`src/rtl/fetch_ctrl.sv`:
```
// fetch_ctrl: PC sequencer and fetch controller feeding the IF/ID register.
// Sends in-order word fetches to instruction memory, buffers the returned
// words with their PCs, and presents one {pc, instruction} pair per cycle.
// A redirect drops wrong-path work and flushes IF/ID in the same cycle.
//
// Ports:
//   clk, rst_n                 clock, synchronous active-low reset
//   imem_req_valid/ready/addr  fetch request channel (word-aligned address)
//   imem_rsp_valid/data        in-order responses, no backpressure
//   redirect_valid/pc          taken branch/jump from execute
//   stall                      hazard unit holds the IF/ID register
//   pc, instruction, out_valid pair presented to IF/ID
//   flush                      IF/ID flush, equal to redirect_valid
//
// Optional feature macro FETCH_PERF_EN adds perf_stall_cycles and
// perf_killed_rsp counters (32-bit, wrapping).
module fetch_ctrl #(
  parameter logic [31:0] RESET_PC = 32'h0000_0000,
  parameter int unsigned DEPTH    = 2
) (
  input  logic        clk,
  input  logic        rst_n,
  output logic        imem_req_valid,
  input  logic        imem_req_ready,
  output logic [31:0] imem_req_addr,
  input  logic        imem_rsp_valid,
  input  logic [31:0] imem_rsp_data,
  input  logic        redirect_valid,
  input  logic [31:0] redirect_pc,
  input  logic        stall,
  output logic [31:0] pc,
  output logic [31:0] instruction,
  output logic        out_valid,
  output logic        flush
`ifdef FETCH_PERF_EN
  ,
  output logic [31:0] perf_stall_cycles,
  output logic [31:0] perf_killed_rsp
`endif
);

  localparam int unsigned PTR_W = (DEPTH > 1) ? $clog2(DEPTH) : 1;
  localparam int unsigned CNT_W = $clog2(DEPTH + 1);

  typedef enum logic [1:0] {
    BOOT  = 2'd0,
    RUN   = 2'd1,
    DRAIN = 2'd2
  } state_e;

  state_e             state_q, state_d;
  logic [31:0]        pc_q, pc_d;
  logic [31:0]        rsp_pc_q, rsp_pc_d;
  logic [CNT_W-1:0]   outstanding_q, outstanding_d;
  logic [CNT_W-1:0]   kill_q, kill_d;
  logic [CNT_W-1:0]   count_q, count_d;
  logic [PTR_W-1:0]   rd_ptr_q, rd_ptr_d;
  logic [PTR_W-1:0]   wr_ptr_q, wr_ptr_d;
  logic [31:0]        buf_pc_q  [DEPTH];
  logic [31:0]        buf_ins_q [DEPTH];

  logic               empty;
  logic               credit_ok;
  logic [CNT_W:0]     credit_used;
  logic               req_fire;
  logic               push;
  logic               pop;
  logic               discard;
  logic [31:0]        target_pc;

  // Low address bits of the redirect target are ignored (word fetches only).
  logic unused_redirect_lsb;
  assign unused_redirect_lsb = ^redirect_pc[1:0];

  // Handshake, output and event decode.
  always_comb begin
    empty          = (count_q == '0);
    credit_used    = {1'b0, outstanding_q} + {1'b0, count_q};
    credit_ok      = (credit_used < (CNT_W + 1)'(DEPTH));
    imem_req_valid = (state_q != BOOT) && !redirect_valid && credit_ok;
    imem_req_addr  = pc_q;
    req_fire       = imem_req_valid && imem_req_ready;
    out_valid      = !empty && !redirect_valid;
    pc             = empty ? 32'h0 : buf_pc_q[rd_ptr_q];
    instruction    = empty ? 32'h0 : buf_ins_q[rd_ptr_q];
    flush          = redirect_valid;
    pop            = out_valid && !stall;
    // A response arriving with a redirect belongs to the wrong path.
    discard        = imem_rsp_valid && (redirect_valid || (kill_q != '0));
    push           = imem_rsp_valid && !discard;
    target_pc      = {redirect_pc[31:2], 2'b00};
  end

  // Next-state logic; redirect overrides every other update.
  always_comb begin
    state_d       = state_q;
    pc_d          = pc_q;
    rsp_pc_d      = rsp_pc_q;
    kill_d        = kill_q;
    count_d       = count_q;
    rd_ptr_d      = rd_ptr_q;
    wr_ptr_d      = wr_ptr_q;
    outstanding_d = outstanding_q + CNT_W'(req_fire) - CNT_W'(imem_rsp_valid);

    if (redirect_valid) begin
      pc_d     = target_pc;
      rsp_pc_d = target_pc;
      count_d  = '0;
      rd_ptr_d = '0;
      wr_ptr_d = '0;
      kill_d   = outstanding_q - CNT_W'(imem_rsp_valid);
    end else begin
      if (req_fire) begin
        pc_d = pc_q + 32'd4;
      end
      if (imem_rsp_valid && (kill_q != '0)) begin
        kill_d = kill_q - CNT_W'(1);
      end
      if (push) begin
        rsp_pc_d = rsp_pc_q + 32'd4;
        wr_ptr_d = wr_ptr_q + PTR_W'(1);
      end
      if (pop) begin
        rd_ptr_d = rd_ptr_q + PTR_W'(1);
      end
      count_d = count_q + CNT_W'(push) - CNT_W'(pop);
    end

    case (state_q)
      BOOT:    state_d = RUN;
      RUN,
      DRAIN:   state_d = (kill_d != '0) ? DRAIN : RUN;
      default: state_d = BOOT;
    endcase
  end

  // State registers and buffer storage.
  always_ff @(posedge clk) begin
    if (!rst_n) begin
      state_q       <= BOOT;
      pc_q          <= RESET_PC;
      rsp_pc_q      <= RESET_PC;
      outstanding_q <= '0;
      kill_q        <= '0;
      count_q       <= '0;
      rd_ptr_q      <= '0;
      wr_ptr_q      <= '0;
    end else begin
      state_q       <= state_d;
      pc_q          <= pc_d;
      rsp_pc_q      <= rsp_pc_d;
      outstanding_q <= outstanding_d;
      kill_q        <= kill_d;
      count_q       <= count_d;
      rd_ptr_q      <= rd_ptr_d;
      wr_ptr_q      <= wr_ptr_d;
      if (push) begin
        buf_pc_q[wr_ptr_q]  <= rsp_pc_q;
        buf_ins_q[wr_ptr_q] <= imem_rsp_data;
      end
    end
  end

`ifdef FETCH_PERF_EN
  logic [31:0] perf_stall_q;
  logic [31:0] perf_killed_q;

  // Stall-while-valid cycles and discarded responses.
  always_ff @(posedge clk) begin
    if (!rst_n) begin
      perf_stall_q  <= '0;
      perf_killed_q <= '0;
    end else begin
      if (out_valid && stall) begin
        perf_stall_q <= perf_stall_q + 32'd1;
      end
      if (discard) begin
        perf_killed_q <= perf_killed_q + 32'd1;
      end
    end
  end

  assign perf_stall_cycles = perf_stall_q;
  assign perf_killed_rsp   = perf_killed_q;
`endif

endmodule

```
`config.mk`:
```
export PLATFORM = sky130hd
export DESIGN_NAME = fetch_ctrl
export DESIGN_NICKNAME = d
export VERILOG_FILES = /design/src/rtl/fetch_ctrl.sv
export SDC_FILE = /design/constraint.sdc
export NUM_CORES = 1
export LEC_CHECK = 0
export CAP_MARGIN = 20
export CORE_MARGIN = 4
export CORE_UTILIZATION = 46
export CTS_BUF_LIST = sky130_fd_sc_hd__clkbuf_2
export CTS_CLUSTER_SIZE = 24
export DETAILED_ROUTE_END_ITERATION = 16
export GPL_ROUTABILITY_DRIVEN = 0
export PLACE_DENSITY_LB_ADDON = 0.25
export SLEW_MARGIN = 20
export SYNTH_ARGS = -nofsm -noshare
export SYNTH_HDL_FRONTEND = slang
export SYNTH_SLANG_ARGS = --single-unit
```
`constraint.sdc`:
```
create_clock -name clk -period 9.6 [get_ports clk]
set_input_delay 0.96 -clock clk [delete_from_list [all_inputs] [get_ports clk]]
set_output_delay 0.96 -clock clk [all_outputs]
set_load 0.01 [all_outputs]
```
== Yosys cells after proc, flatten, opt, wreduce, memory -nomap -nowiden ==
Memories as Yosys holds them, arrays and structs flattened. A register that Yosys moved wholly into a read port is not among the register bits.
Cells that the tools add are included.

* $lt $le $gt $ge: 1
* Bitwise gates (word level): 1
* Reduce and logical (&&, ||, !) cells: 22
* Muxes and demuxes: 17
* Eq/ne operators: 2
* Add/subtract/negate cells: 11

{| class="wikitable"
|+ Operators by type and width
! kind !! number
|-
| 32-bit two-way mux || 6
|-
| 32-bit by 3-bit adder with 32-bit output (second input constant) || 2
|-
| 2-bit nonzero test || 5
|-
| 1-bit logical AND || 8
|-
| 1-bit two-way mux || 7
|-
| 2-bit two-way mux || 3
|-
| 2-bit by 1-bit subtractor with 2-bit output || 3
|-
| 2-bit by 1-bit adder with 2-bit output || 2
|-
| 1-bit logical NOT || 4
|-
| 2-bit logical NOT || 2
|-
| 2-bit case mux with 2 select lines || 1
|-
| 2-bit OR reduction || 2
|-
| 2-bit by 2-bit adder with 3-bit output || 1
|-
| 3-bit by 2-bit less-than comparator with 1-bit output (second input constant) || 1
|-
| 1-bit adder (second input constant) || 2
|-
| 2-bit by 1-bit == test with 1-bit output (second input constant) || 1
|-
| 2-bit == test (second input constant) || 1
|-
| 2-bit by 1-bit subtractor with 2-bit output (second input constant) || 1
|-
| 1-bit logical OR || 1
|-
| 1-bit NOT || 1
|}

* Output and inout bits: 99
* Input bits: 70
* Word-level logic and storage cells: 66
* Memory bits (writable): 128
* Memories: 2
* Register bits: 74

{| class="wikitable"
|+ Memory list
! name !! words !! bits a word !! read ports !! clocked after Yosys merged registers in !! write ports !! RTL line !! RTL
|-
| buf_ins_q || 2 || 32 || 1 || 1 || 1 || 60 || <nowiki>logic [31:0] buf_ins_q [DEPTH];</nowiki>
|-
| buf_pc_q || 2 || 32 || 1 || 1 || 1 || 59 || <nowiki>logic [31:0] buf_pc_q [DEPTH];</nowiki>
|}

== Longest topological paths before layout ==
Gate-level depths: netlist of run 1.

* Depth in word-level cells: 8
* Mapped depth: 12
* Mapped depth without buffers: 11

== Worst setup path after synthesis of run 1 ==
No wires, ideal clock.

* Path type: input port to flip-flop
* From: input redirect_valid
* To: memory buf_ins_q[0][0], enable pin
* Setup slack: 3.450 ns
* Data required time: 9.042 ns
* Library setup time: 0.558 ns
* Arrival time: 5.592 ns
* Stages: 4
* Buffers on the path: 2
* Cells stage by stage: buf_6 -> nand2b_1 -> clkbuf_1 -> nor3_1

* Longest elaborated chain between the ends: 7

{| class="wikitable"
|+ Ends and longest elaborated chain
! what !! RTL line !! RTL
|-
| from (decl) || 28 || <nowiki>input logic redirect_valid,</nowiki>
|-
| 1-bit logical OR || 89 || <nowiki>discard = imem_rsp_valid && (redirect_valid || (kill_q != '0));</nowiki>
|-
| 1-bit logical AND || 89 ||
|-
| 1-bit logical NOT || 90 || <nowiki>push = imem_rsp_valid && !discard;</nowiki>
|-
| 1-bit logical AND || 90 ||
|-
| 1-bit two-way mux || 157 || <nowiki>if (push) begin</nowiki>
|-
| 1-bit two-way mux || 139 || <nowiki>if (!rst_n) begin</nowiki>
|-
| 1-bit two-way mux (implied by the code) || 159 || <nowiki>buf_ins_q[wr_ptr_q] <= imem_rsp_data;</nowiki>
|-
| to (decl) || 60 ||
|}

No other way between the ends.

== Final worst setup path of run 1 ==
* From: register count_q[0]
* To: output imem_req_valid

* Longest elaborated chain between the ends: 3

{| class="wikitable"
|+ Ends and longest elaborated chain
! what !! RTL line !! RTL
|-
| from (decl) || 56 || <nowiki>logic [CNT_W-1:0] count_q, count_d;</nowiki>
|-
| from (signal assigned) || 154 || <nowiki>count_q <= count_d;</nowiki>
|-
| 2-bit by 2-bit adder with 3-bit output || 78 || <nowiki>credit_used = {1'b0, outstanding_q} + {1'b0, count_q};</nowiki>
|-
| 3-bit by 2-bit less-than comparator with 1-bit output || 79 || <nowiki>credit_ok = (credit_used < (CNT_W + 1)'(DEPTH));</nowiki>
|-
| 1-bit logical AND || 80 || <nowiki>imem_req_valid = (state_q != BOOT) && !redirect_valid && credit_ok;</nowiki>
|-
| to (decl) || 23 || <nowiki>output logic imem_req_valid,</nowiki>
|}

No other way between the ends.

==> results of run 1 <==
[metal layers]
layer	global-route usage [%]	up-vias	routed length, µm
li1	-	3162	-
met1	26.5	3143	9600
met2	30.0	226	9400
met3	4.52	23	1340
met4	5.65	0	323
met5	0	-	0
[through the flow]
stage                     area, µm²  utilization (%)
after global routing          10800             58.9
final                         10800             58.9
after floorplan                8700                -
after detailed placement      10500             57.3
after CTS                     10800             58.9
after global placement        10500             57.3
[cell families (layout without fill, tap and decap cells)]
logic type | count (synthesis) | in the layout | share of synthesized area [%]
flip-flops | 195 | 195 | 59.2
AND/OR/NAND/NOR | 269 | 269 | 16.5
other | 1 | 5 | 0.0432
adder cells (fa/ha/maj) | 11 | 11 | 1.67
buffers and inverters | 61 | 215 | 2.95
AO/OA/AOI/OAI | 126 | 126 | 9.79
XOR/XNOR | 22 | 22 | 2.22
multiplexers | 66 | 66 | 7.62
[area by class of cell]
cell class | instances | share of cell area (%)
clock inverter | 15 | 1.83
antenna | 1 | 0.0233
tap | 229 | 2.66
clock buffer | 17 | 0.791
inverter | 12 | 0.419
multi-input combinational | 498 | 30.8
sequential | 195 | 47.8
timing repair buffer | 171 | 15.7
[cell usage after synthesis (3+ instances only)]
master    count  area, µm²
clkbuf_1     38        143
nor3_1       20        100
o31ai_1      13       97.6
or4_1        16        120
nand2b_1      6       37.5
edfxtp_1    124       3720
and2_1       11       68.8
nand4_1      22        138
o21ai_0      31        155
xor2_1       10       87.6
or3_1         5       31.3
mux2i_1      65        651
xnor2_1      12        105
a21oi_1      23        115
a211oi_1     10       75.1
nor4_1        8       50.1
buf_1         4       15.0
nor2_1       82        308
nand3_1      24        120
inv_1        11       41.3
or2_2         3       18.8
a311oi_1      6       52.6
ha_1         10        125
and4_1       20        175
and3_1        9       56.3
buf_4         5       37.5
dfxtp_1      71       1420
nand2_1      31        116
a31oi_1      16        100
o311a_1       9       90.1
nor2b_1       5       31.3
[power groups by stage]
stage | clock network [mW] | registers (mW) | logic (mW)
5_1_grt | 0.496 | 0.977 | 0.244
3_3_place_gp | 0 | 0.986 | 0.216
2_1_floorplan | 0 | 0.983 | 0.120
4_1_cts | 0.460 | 0.970 | 0.221
6_report | 0.444 | 0.971 | 0.220
3_5_place_dp | 0 | 0.988 | 0.220
[state kept, by name, summed over array words and instances, names as in the netlist, named ones only]
name	flops
rd_ptr_q	1
buf_pc_q	60
buf_ins_q	64
count_q	2
imem_req_addr	30
outstanding_q	2
kill_q	2
wr_ptr_q	1
rsp_pc_q	30
state_q	2
[worst register-to-register path: stages, from the launching register on]
cell,delay [ns]
dfxtp_1,0.46
and2_1,0.16
fa_1,0.42
or4_4,0.52
or4_1,0.67
or4_1,0.55
a31oi_1,0.16
[worst max path at each step]
stage	start	endpoint	slack [ns]
final	count_q[0]$_SDFF_PP0_	imem_req_valid	5.63
after global routing	count_q[0]$_SDFF_PP0_	imem_req_valid	5.41
after CTS	count_q[0]$_SDFF_PP0_	imem_req_valid	5.52
after detailed placement	rst_n	buf_ins_q[0][27]$_DFFE_PP_	5.65
after global placement	rst_n	buf_pc_q[0][15]$_DFFE_PP_	5.69
after floorplan	redirect_valid	buf_ins_q[0][0]$_DFFE_PP_	3.45
==> flow_summary_export.csv, run 1 <==
group,metric,value,unit
yosys,syn_avg_cell_area,11.6,µm²
global_route,grt_use_total,19.1,%
yosys,ys_warn_count,0,
sta,max_clock_freq,0.252,GHz
worst_setup_path,endpoint_kind,"primary output",
yosys,synth_cells,751,
clock_network,cts.path.max_buffers,2,
detailed_routing,vias,6554,
pwr,seqPwrFrac,59.4,%
clock_network,cts_setup_buffers,0,
sta,worst_pin_slew,0.980,ns
pwr,powerDensity,152,mW/mm²
sta,rsz0062_at_grt,"false",
final_layout,final_cells,1138,
worst_setup_path,required,8.64,ns
yosys,ys_seq_elements,195,
sta,final_max_slew_viol_count,0,
worst_setup_path,cp_max_fo,8,
yosys,ys.flop_type,"edfxtp_1",
floorplan,core,0.0183,mm²
clock_network,postCtsHoldBufs,0,
worst_setup_path,cp_num_cells,5,
worst_setup_path,slowest_stage,"clkdlybuf4s50_1",
worst_setup_path,cp_top_family,"buffers and inverters",
final_layout,area_delta_synth_final,23.8,%
min_path,hold_path_end,"buf_pc_q[0][31]$_DFFE_PP_",
yosys,ys_types,56,
global_route,overflow,0,
sta,fin_tns_setup,0,ns
worst_setup_path,r2r_cells,6,
placed_design,dp_worst_setup_slack,5.65,ns
worst_setup_path,cp.arrival,3.01,ns
worst_setup_path,rr_endpoint,"imem_req_addr[20]$_SDFFE_PN0P_",
detailed_routing,drtIter0Drc,283,
clock_network,cts.sinks,195,
yosys,ys_async_sr_fraction,0,%
pwr,power.total,1.63,mW
sta,setup_violations,0,
sta,fin_crit_sh,41.3,%
detailed_routing,drcViolationCount,0,
pwr,ir_drop,0.0887,mV
pwr,p_sw_share,26.6,%
run,max_cap_violations,0,
final_layout,drive_gt1_share,5.84,%
detailed_routing,wl_per_cell,18.2,µm
detailed_routing,ant_nets,0,
detailed_routing,routed_wl,20700,µm
worst_setup_path,path_cells,"and2_1, fa_1, or4_4, clkinv_1, clkdlybuf4s50_1",
final_layout,nFillCells,1533,
sta,hold_viol,0,
worst_setup_path,path_buf_inv,2,
yosys,synth-edff-count,124,
clock_network,cts_resized,0,
floorplan,die_h,145,µm
floorplan,num_rows,49,
clock_network,cts_buffers,17,
final_layout,final-seq-area,0.00515,mm²
pwr,leakagePower,3.49,nW
pwr,clkPwrFrac,27.2,%
min_path,hold_depth,0,
sta,fin_worst_skew,0.0325,ns
floorplan,ioPinCount,169,
global_route,antenna_found_initial,1,
sta,relSlewSlack,34.7,%
placed_design,portBuffers,162,
sta,setup_ws,5.63,ns
clock_network,path_clk_slew,0.26,ns
placed_design,place_hpwl,14000,µm
detailed_routing,via_per_inst,5.76,
worst_setup_path,start_kind,"register",
detailed_routing,first_pass_iters,7,
floorplan,die_w,145,µm
worst_setup_path,reg2reg_from,"count_q[0]$_SDFF_PP0_",
pwr,p_int,1.20,mW
sta,hold-worst-slack,0.524,ns
outcome,status,"finished clean",
floorplan,initial_utilization,47.6,%
final_layout,fin_nets,976,
clock_network,cts_tree,"built",
final_layout,final_cell_mix,"161 x clkdlybuf4s50_1, 124 x edfxtp_1, 81 x nor2_1",
yosys,synth_area,0.00869,mm²
placed_design,dp.cells,1105,
clock_network,root_buffer,"clkbuf_2",
worst_setup_path,rrSetupSlack,6.60,ns
pwr,combPwrFrac,13.4,%
yosys,yosysSeqAreaShare,59.2,%
global_route,grt_pass1_wl,32700,µm
sta,min_period,3.97,ns
pwr,p_sw,0.435,mW
worst_setup_path,path_class,"reg -> out",
min_path,hold_path_startpoint,"rsp_pc_q[31]$_SDFFE_PN0P_",
final_layout,multi_input_area,0.00331,mm²
worst_setup_path,critPathMaxStageDelay,0.56,ns
clock_network,insertion_delay,0.75,ns
global_route,grt_max_degree,67,
min_path,hp-class,"reg -> reg",
floorplan,dieArea,0.0211,mm²
global_route,grt_pass1_vias,6224,
final_layout,final_common_cell,"clkdlybuf4s50_1",
clock_network,h-tree-depth,4,
Power figures use the tool's default switching activity.
==> run 2, diff against run 1 <==
- clock period: 9.6 -> 3.3 ns (I/O delays scaled with it)
==> run 2 against run 1 <==
Against the previous run:
- cell count increased by 0.53%
- wire length about the same
- clock skew increased by 0.0050 ns
- clock power increased to 2.5 times the previous value
- cell area increased by 0.62%
- via count decreased by 0.58%
- non-clock buffer count increased by 6
- power increased to 2.8 times the previous value
- critical path depth unchanged
- worst setup slack got worse by 5.3 ns
- combinational power increased to 3.0 times the previous value
- critical path type unchanged
==> flow_summary_export.csv, run 2 (synthesis gave the netlist of run 1 again) <==
group,metric,value,unit
worst_setup_path,slowest_stage,"or4_4",
global_route,grt_max_degree,67,
final_layout,area_delta_synth_final,24.6,%
worst_setup_path,required,2.97,ns
worst_setup_path,start_kind,"register",
sta,worst_pin_slew,0.655,ns
placed_design,dp.cells,1109,
sta,min_period,3.01,ns
floorplan,die_h,145,µm
final_layout,largest_reg_flops,64,
global_route,antenna_found_initial,1,
sta,rsz0062_at_grt,"false",
floorplan,core,0.0183,mm²
pwr,powerDensity,426,mW/mm²
pwr,p_sw,1.27,mW
detailed_routing,first_pass_iters,5,
worst_setup_path,path_buf_inv,2,
pwr,p_int,3.34,mW
floorplan,dieArea,0.0211,mm²
pwr,power.total,4.61,mW
sta,fin_crit_sh,91.2,%
final_layout,drive_gt1_share,6.78,%
final_layout,final_cell_mix,"160 x clkdlybuf4s50_1, 124 x edfxtp_1, 81 x nor2_1",
clock_network,path_clk_slew,0.29,ns
global_route,grt_use_total,19.3,%
placed_design,place_hpwl,14500,µm
sta,setup_violations,0,
clock_network,cts.path.max_buffers,2,
sta,hold_viol,0,
floorplan,ioPinCount,169,
detailed_routing,routed_wl,20700,µm
floorplan,die_w,145,µm
final_layout,max_flop_register,"buf_ins_q",
floorplan,initial_utilization,47.6,%
run,max_cap_violations,0,
sta,final_max_slew_viol_count,0,
final_layout,final_cells,1144,
worst_setup_path,path_class,"reg -> out",
worst_setup_path,cp_max_fo,8,
sta,relSlewSlack,56.0,%
detailed_routing,drtIter0Drc,328,
clock_network,cts.sinks,195,
worst_setup_path,endpoint_kind,"primary output",
sta,fin_tns_setup,0,ns
pwr,ir_drop,0.218,mV
detailed_routing,via_per_inst,5.70,
detailed_routing,vias,6516,
clock_network,insertion_delay,0.75,ns
global_route,overflow,0,
worst_setup_path,rrSetupSlack,0.34,ns
sta,max_clock_freq,0.332,GHz
clock_network,cts_tree,"built",
worst_setup_path,critPathMaxStageDelay,0.53,ns
global_route,grt_pass1_wl,32900,µm
global_route,grt_pass1_vias,6151,
pwr,seqPwrFrac,61.3,%
placed_design,portBuffers,162,
clock_network,root_buffer,"clkbuf_2",
pwr,combPwrFrac,14.2,%
final_layout,reg_top3,"buf_ins_q (64), buf_pc_q (60)",
clock_network,cts_buffers,17,
min_path,hp-class,"in -> reg",
worst_setup_path,cp.arrival,2.68,ns
worst_setup_path,r2r_cells,6,
detailed_routing,drcViolationCount,0,
worst_setup_path,cp_top_family,"simple AND/OR/NAND/NOR gates",
final_layout,final_common_cell,"clkdlybuf4s50_1",
min_path,hold_depth,1,
clock_network,h-tree-depth,4,
sta,fin_worst_skew,0.0375,ns
pwr,clkPwrFrac,24.5,%
worst_setup_path,cp_num_cells,5,
pwr,leakagePower,3.51,nW
outcome,status,"finished clean",
final_layout,fin_nets,982,
floorplan,num_rows,49,
worst_setup_path,path_cells,"and2_1, fa_1, or4_4, clkinv_2, dlygate4sd2_1",
detailed_routing,wl_per_cell,18.1,µm
detailed_routing,ant_nets,0,
pwr,p_sw_share,27.5,%
==> run 2: cell types whose count changed in the layout (fill, tap and decap cells not counted), moves of 2 or more <==
cell        before  now
bufinv_16        3    1
clkinv_2         1    4
inv_8            4    2
clkinvlp_4       0    2
buf_12           0    5
clkinv_1         2    0
dfxtp_1         70   68
dfxtp_2          0    2
inv_6            3    5
==> run 2: layout make-up <==
type	instances	area [µm²]
diodes	1	2.50
clock buffers	17	85.1
clock inverters	15	144
fillers	1546	7440
inverters	12	46.3
multi-input cells	498	3320
flip-flops and latches	195	5150
well taps	229	287
repair buffers	177	1790
==> run 2: per-stage QoR <==
stage          cell area, µm²  util [%]  setup slack, ns  hold slack (ns)
4_1_cts                 10800      59.2            0.216           0.0439
3_3_place_gp            10600      57.9            0.429            0.477
2_1_floorplan            8710         -            0.350            0.429
5_1_grt                 10800      59.3            0.135           0.0146
3_5_place_dp            10600      57.9            0.362            0.497
6_report                10800      59.3            0.292            0.113
==> run 2: path summary, 6_finish.rpt <==
| path | startpoint | endpoint |
|---|---|---|
| hold / removal | imem_rsp_data[24] | buf_ins_q[0][24]$_DFFE_PP_ |
| setup reg to reg | outstanding_q[0]$_SDFF_PN0_ | imem_req_addr[18]$_SDFFE_PN0P_ |
| setup / recovery | outstanding_q[0]$_SDFF_PN0_ | imem_req_valid |
| hold reg to reg | rsp_pc_q[9]$_SDFFE_PN0P_ | buf_pc_q[0][9]$_DFFE_PP_ |
==> run 2: metal layers <==
metal	up-vias	GRT usage, %	routed length [µm]
met3	25	4.70	1270
met2	254	30.1	9370
met5	-	0	0
met1	3078	27.2	9720
li1	3159	-	-
met4	0	4.80	308
==> run 2: repair_timing <==
item / CTS / global route
resized for setup: 4 / 0
setup buffers: 1 / 0
setup endpoints to repair: 1 / 0
hold buffers: 1 / 0
endpoints found under the hold margin: 3 / 0
==> run 2: power by group through the flow <==
stage                     clock network (mW)  logic, mW  registers (mW)
after CTS                               1.16      0.660            2.82
after global routing                    1.27      0.721            2.85
final                                   1.13      0.656            2.83
after floorplan                            0      0.352            2.85
after detailed placement                   0      0.655            2.87
after global placement                     0      0.644            2.87
==> run 3, diff against run 2 <==
- PLACE_DENSITY: unset -> 0.75
- PLACE_DENSITY_LB_ADDON: 0.25 -> unset
==> run 3 against run 2 <==
Against the previous run:
- worst setup slack got worse by 0.045 ns
- via count grew 0.94%
- fmax shrank 1.5%
- die area unchanged
- non-clock buffer count did not move
- cell area fell by 0.35%
- clock skew down 0.0023 ns
- core utilization is 0.21 points lower
- global-route usage is the same
- clock-buffer cell count rose by 1
- critical path type unchanged
- sequential share of layout area grew 0.15 points
- sequential power about the same
==> flow_summary_export.csv, run 3 (synthesis gave the netlist of run 1 again) <==
group,metric,value,unit
outcome,status,"finished clean",
clock_network,root_buffer,"clkbuf_2",
floorplan,num_rows,49,
sta,hold_viol,0,
detailed_routing,via_per_inst,5.75,
final_layout,final-seq-area,0.00515,mm²
floorplan,dieArea,0.0211,mm²
sta,max_clock_freq,0.328,GHz
final_layout,max_flop_register,"buf_ins_q",
global_route,grt_pass1_wl,33100,µm
sta,rsz0062_at_grt,"false",
sta,worst_pin_slew,0.690,ns
global_route,grt_pass1_vias,6256,
worst_setup_path,rrSetupSlack,0.33,ns
min_path,hold_path_startpoint,"imem_rsp_data[24]",
sta,setup_violations,0,
final_layout,final_cell_mix,"160 x clkdlybuf4s50_1, 124 x edfxtp_1, 81 x nor2_1",
worst_setup_path,endpoint_kind,"primary output",
pwr,power.total,4.54,mW
worst_setup_path,path_class,"reg -> out",
clock_network,cts_buffers,17,
sta,hold-worst-slack,0.144,ns
floorplan,die_h,145,µm
final_layout,area_delta_synth_final,24.2,%
final_layout,multi_input_area,0.00332,mm²
detailed_routing,ant_nets,0,
placed_design,place_hpwl,14600,µm
global_route,grt_max_degree,56,
placed_design,dp.cells,1110,
final_layout,final_cells,1144,
worst_setup_path,rr_endpoint,"imem_req_addr[17]$_SDFFE_PN0P_",
detailed_routing,drcViolationCount,0,
final_layout,reg_top3,"buf_ins_q (64), buf_pc_q (60)",
detailed_routing,first_pass_iters,5,
final_layout,final_common_cell,"clkdlybuf4s50_1",
clock_network,cts.sinks,195,
detailed_routing,routed_wl,20700,µm
sta,fin_tns_setup,0,ns
placed_design,portBuffers,162,
pwr,ir_drop,0.198,mV
worst_setup_path,cp_max_fo,8,
min_path,hold_depth,1,
detailed_routing,drtIter0Drc,359,
final_layout,fin_nets,982,
clock_network,h-tree-depth,4,
detailed_routing,vias,6577,
final_layout,drive_gt1_share,6.02,%
run,max_cap_violations,0,
clock_network,path_clk_slew,0.27,ns
sta,final_max_slew_viol_count,0,
sta,fin_worst_skew,0.0352,ns
floorplan,ioPinCount,169,
clock_network,cts_tree,"built",
worst_setup_path,reg2reg_from,"outstanding_q[0]$_SDFF_PN0_",
floorplan,core,0.0183,mm²
clock_network,cts_setup_buffers,0,
clock_network,cts.path.max_buffers,2,
worst_setup_path,r2r_cells,6,
min_path,hp-class,"in -> reg",
worst_setup_path,cp.arrival,2.72,ns
worst_setup_path,start_kind,"register",
final_layout,nFillCells,1542,
global_route,overflow,0,
floorplan,die_w,145,µm
placed_design,dp_worst_setup_slack,0.333,ns
detailed_routing,wl_per_cell,18.1,µm
clock_network,insertion_delay,0.75,ns
pwr,leakagePower,3.49,nW
floorplan,initial_utilization,47.6,%
global_route,grt_use_total,19.3,%
sta,setup_ws,0.247,ns
final_layout,largest_reg_flops,64,
pwr,powerDensity,420,mW/mm²
sta,fin_crit_sh,92.5,%
global_route,antenna_found_initial,1,
sta,relSlewSlack,53.6,%
worst_setup_path,required,2.97,ns
min_path,hold_path_end,"buf_ins_q[0][24]$_DFFE_PP_",
sta,min_period,3.05,ns
-- run 3: worst max-delay path by stage --
stage,start,slack (ns),end
5_1_grt,count_q[0]$_SDFF_PP0_,0.04,imem_req_valid
3_5_place_dp,count_q[0]$_SDFF_PP0_,0.33,imem_req_addr[17]$_SDFFE_PN0P_
4_1_cts,outstanding_q[0]$_SDFF_PN0_,0.16,imem_req_valid
3_3_place_gp,count_q[0]$_SDFF_PP0_,0.40,imem_req_addr[20]$_SDFFE_PN0P_
6_report,outstanding_q[0]$_SDFF_PN0_,0.25,imem_req_valid
2_1_floorplan,kill_q[0]$_SDFF_PN0_,0.35,buf_ins_q[1][0]$_DFFE_PP_
-- run 3: layout make-up --
type                    instances  share of cell area (%)
clock inverters                14                    1.08
inverters                      12                   0.417
repair buffers                177                    16.5
diodes                          1                  0.0232
clock buffers                  18                   0.835
multi-input cells             498                    30.8
well taps                     229                    2.66
flip-flops and latches        195                    47.7
-- run 3: critical path, stage by stage (launching register included) --
cell and delay [ns]:
dfxtp_1 0.40, and2_1 0.17, fa_1 0.43, or4_4 0.52, clkinv_1 0.15, dlygate4sd2_1 0.31
-- run 3: timing repair --
action | in CTS | in global routing
endpoints found under the hold margin | 0 | 1
hold buffers | 0 | 1
endpoints found under the setup margin | 1 | 0
gates resized for setup | 2 | 0
-- run 3: through the flow --
step           cell area (µm²)  util (%)
5_1_grt                  10800      59.1
4_1_cts                  10800      59.0
3_5_place_dp             10600      57.9
3_3_place_gp             10600      57.9
2_1_floorplan             8710         -
6_report                 10800      59.1
-- run 3: layer usage --
layer  routed length (µm)  track usage, %
met1                 9760            26.8
met2                 9170            29.8
met3                 1330            4.30
met4                  457            7.08
met5                    0               0
-- run 3: power by group --
group,total [mW],switching [mW],internal (mW)
Sequential,2.83,0.112,2.72
Combinational,0.653,0.322,0.331
Clock,1.05,0.786,0.269
Total,4.54,1.22,3.32
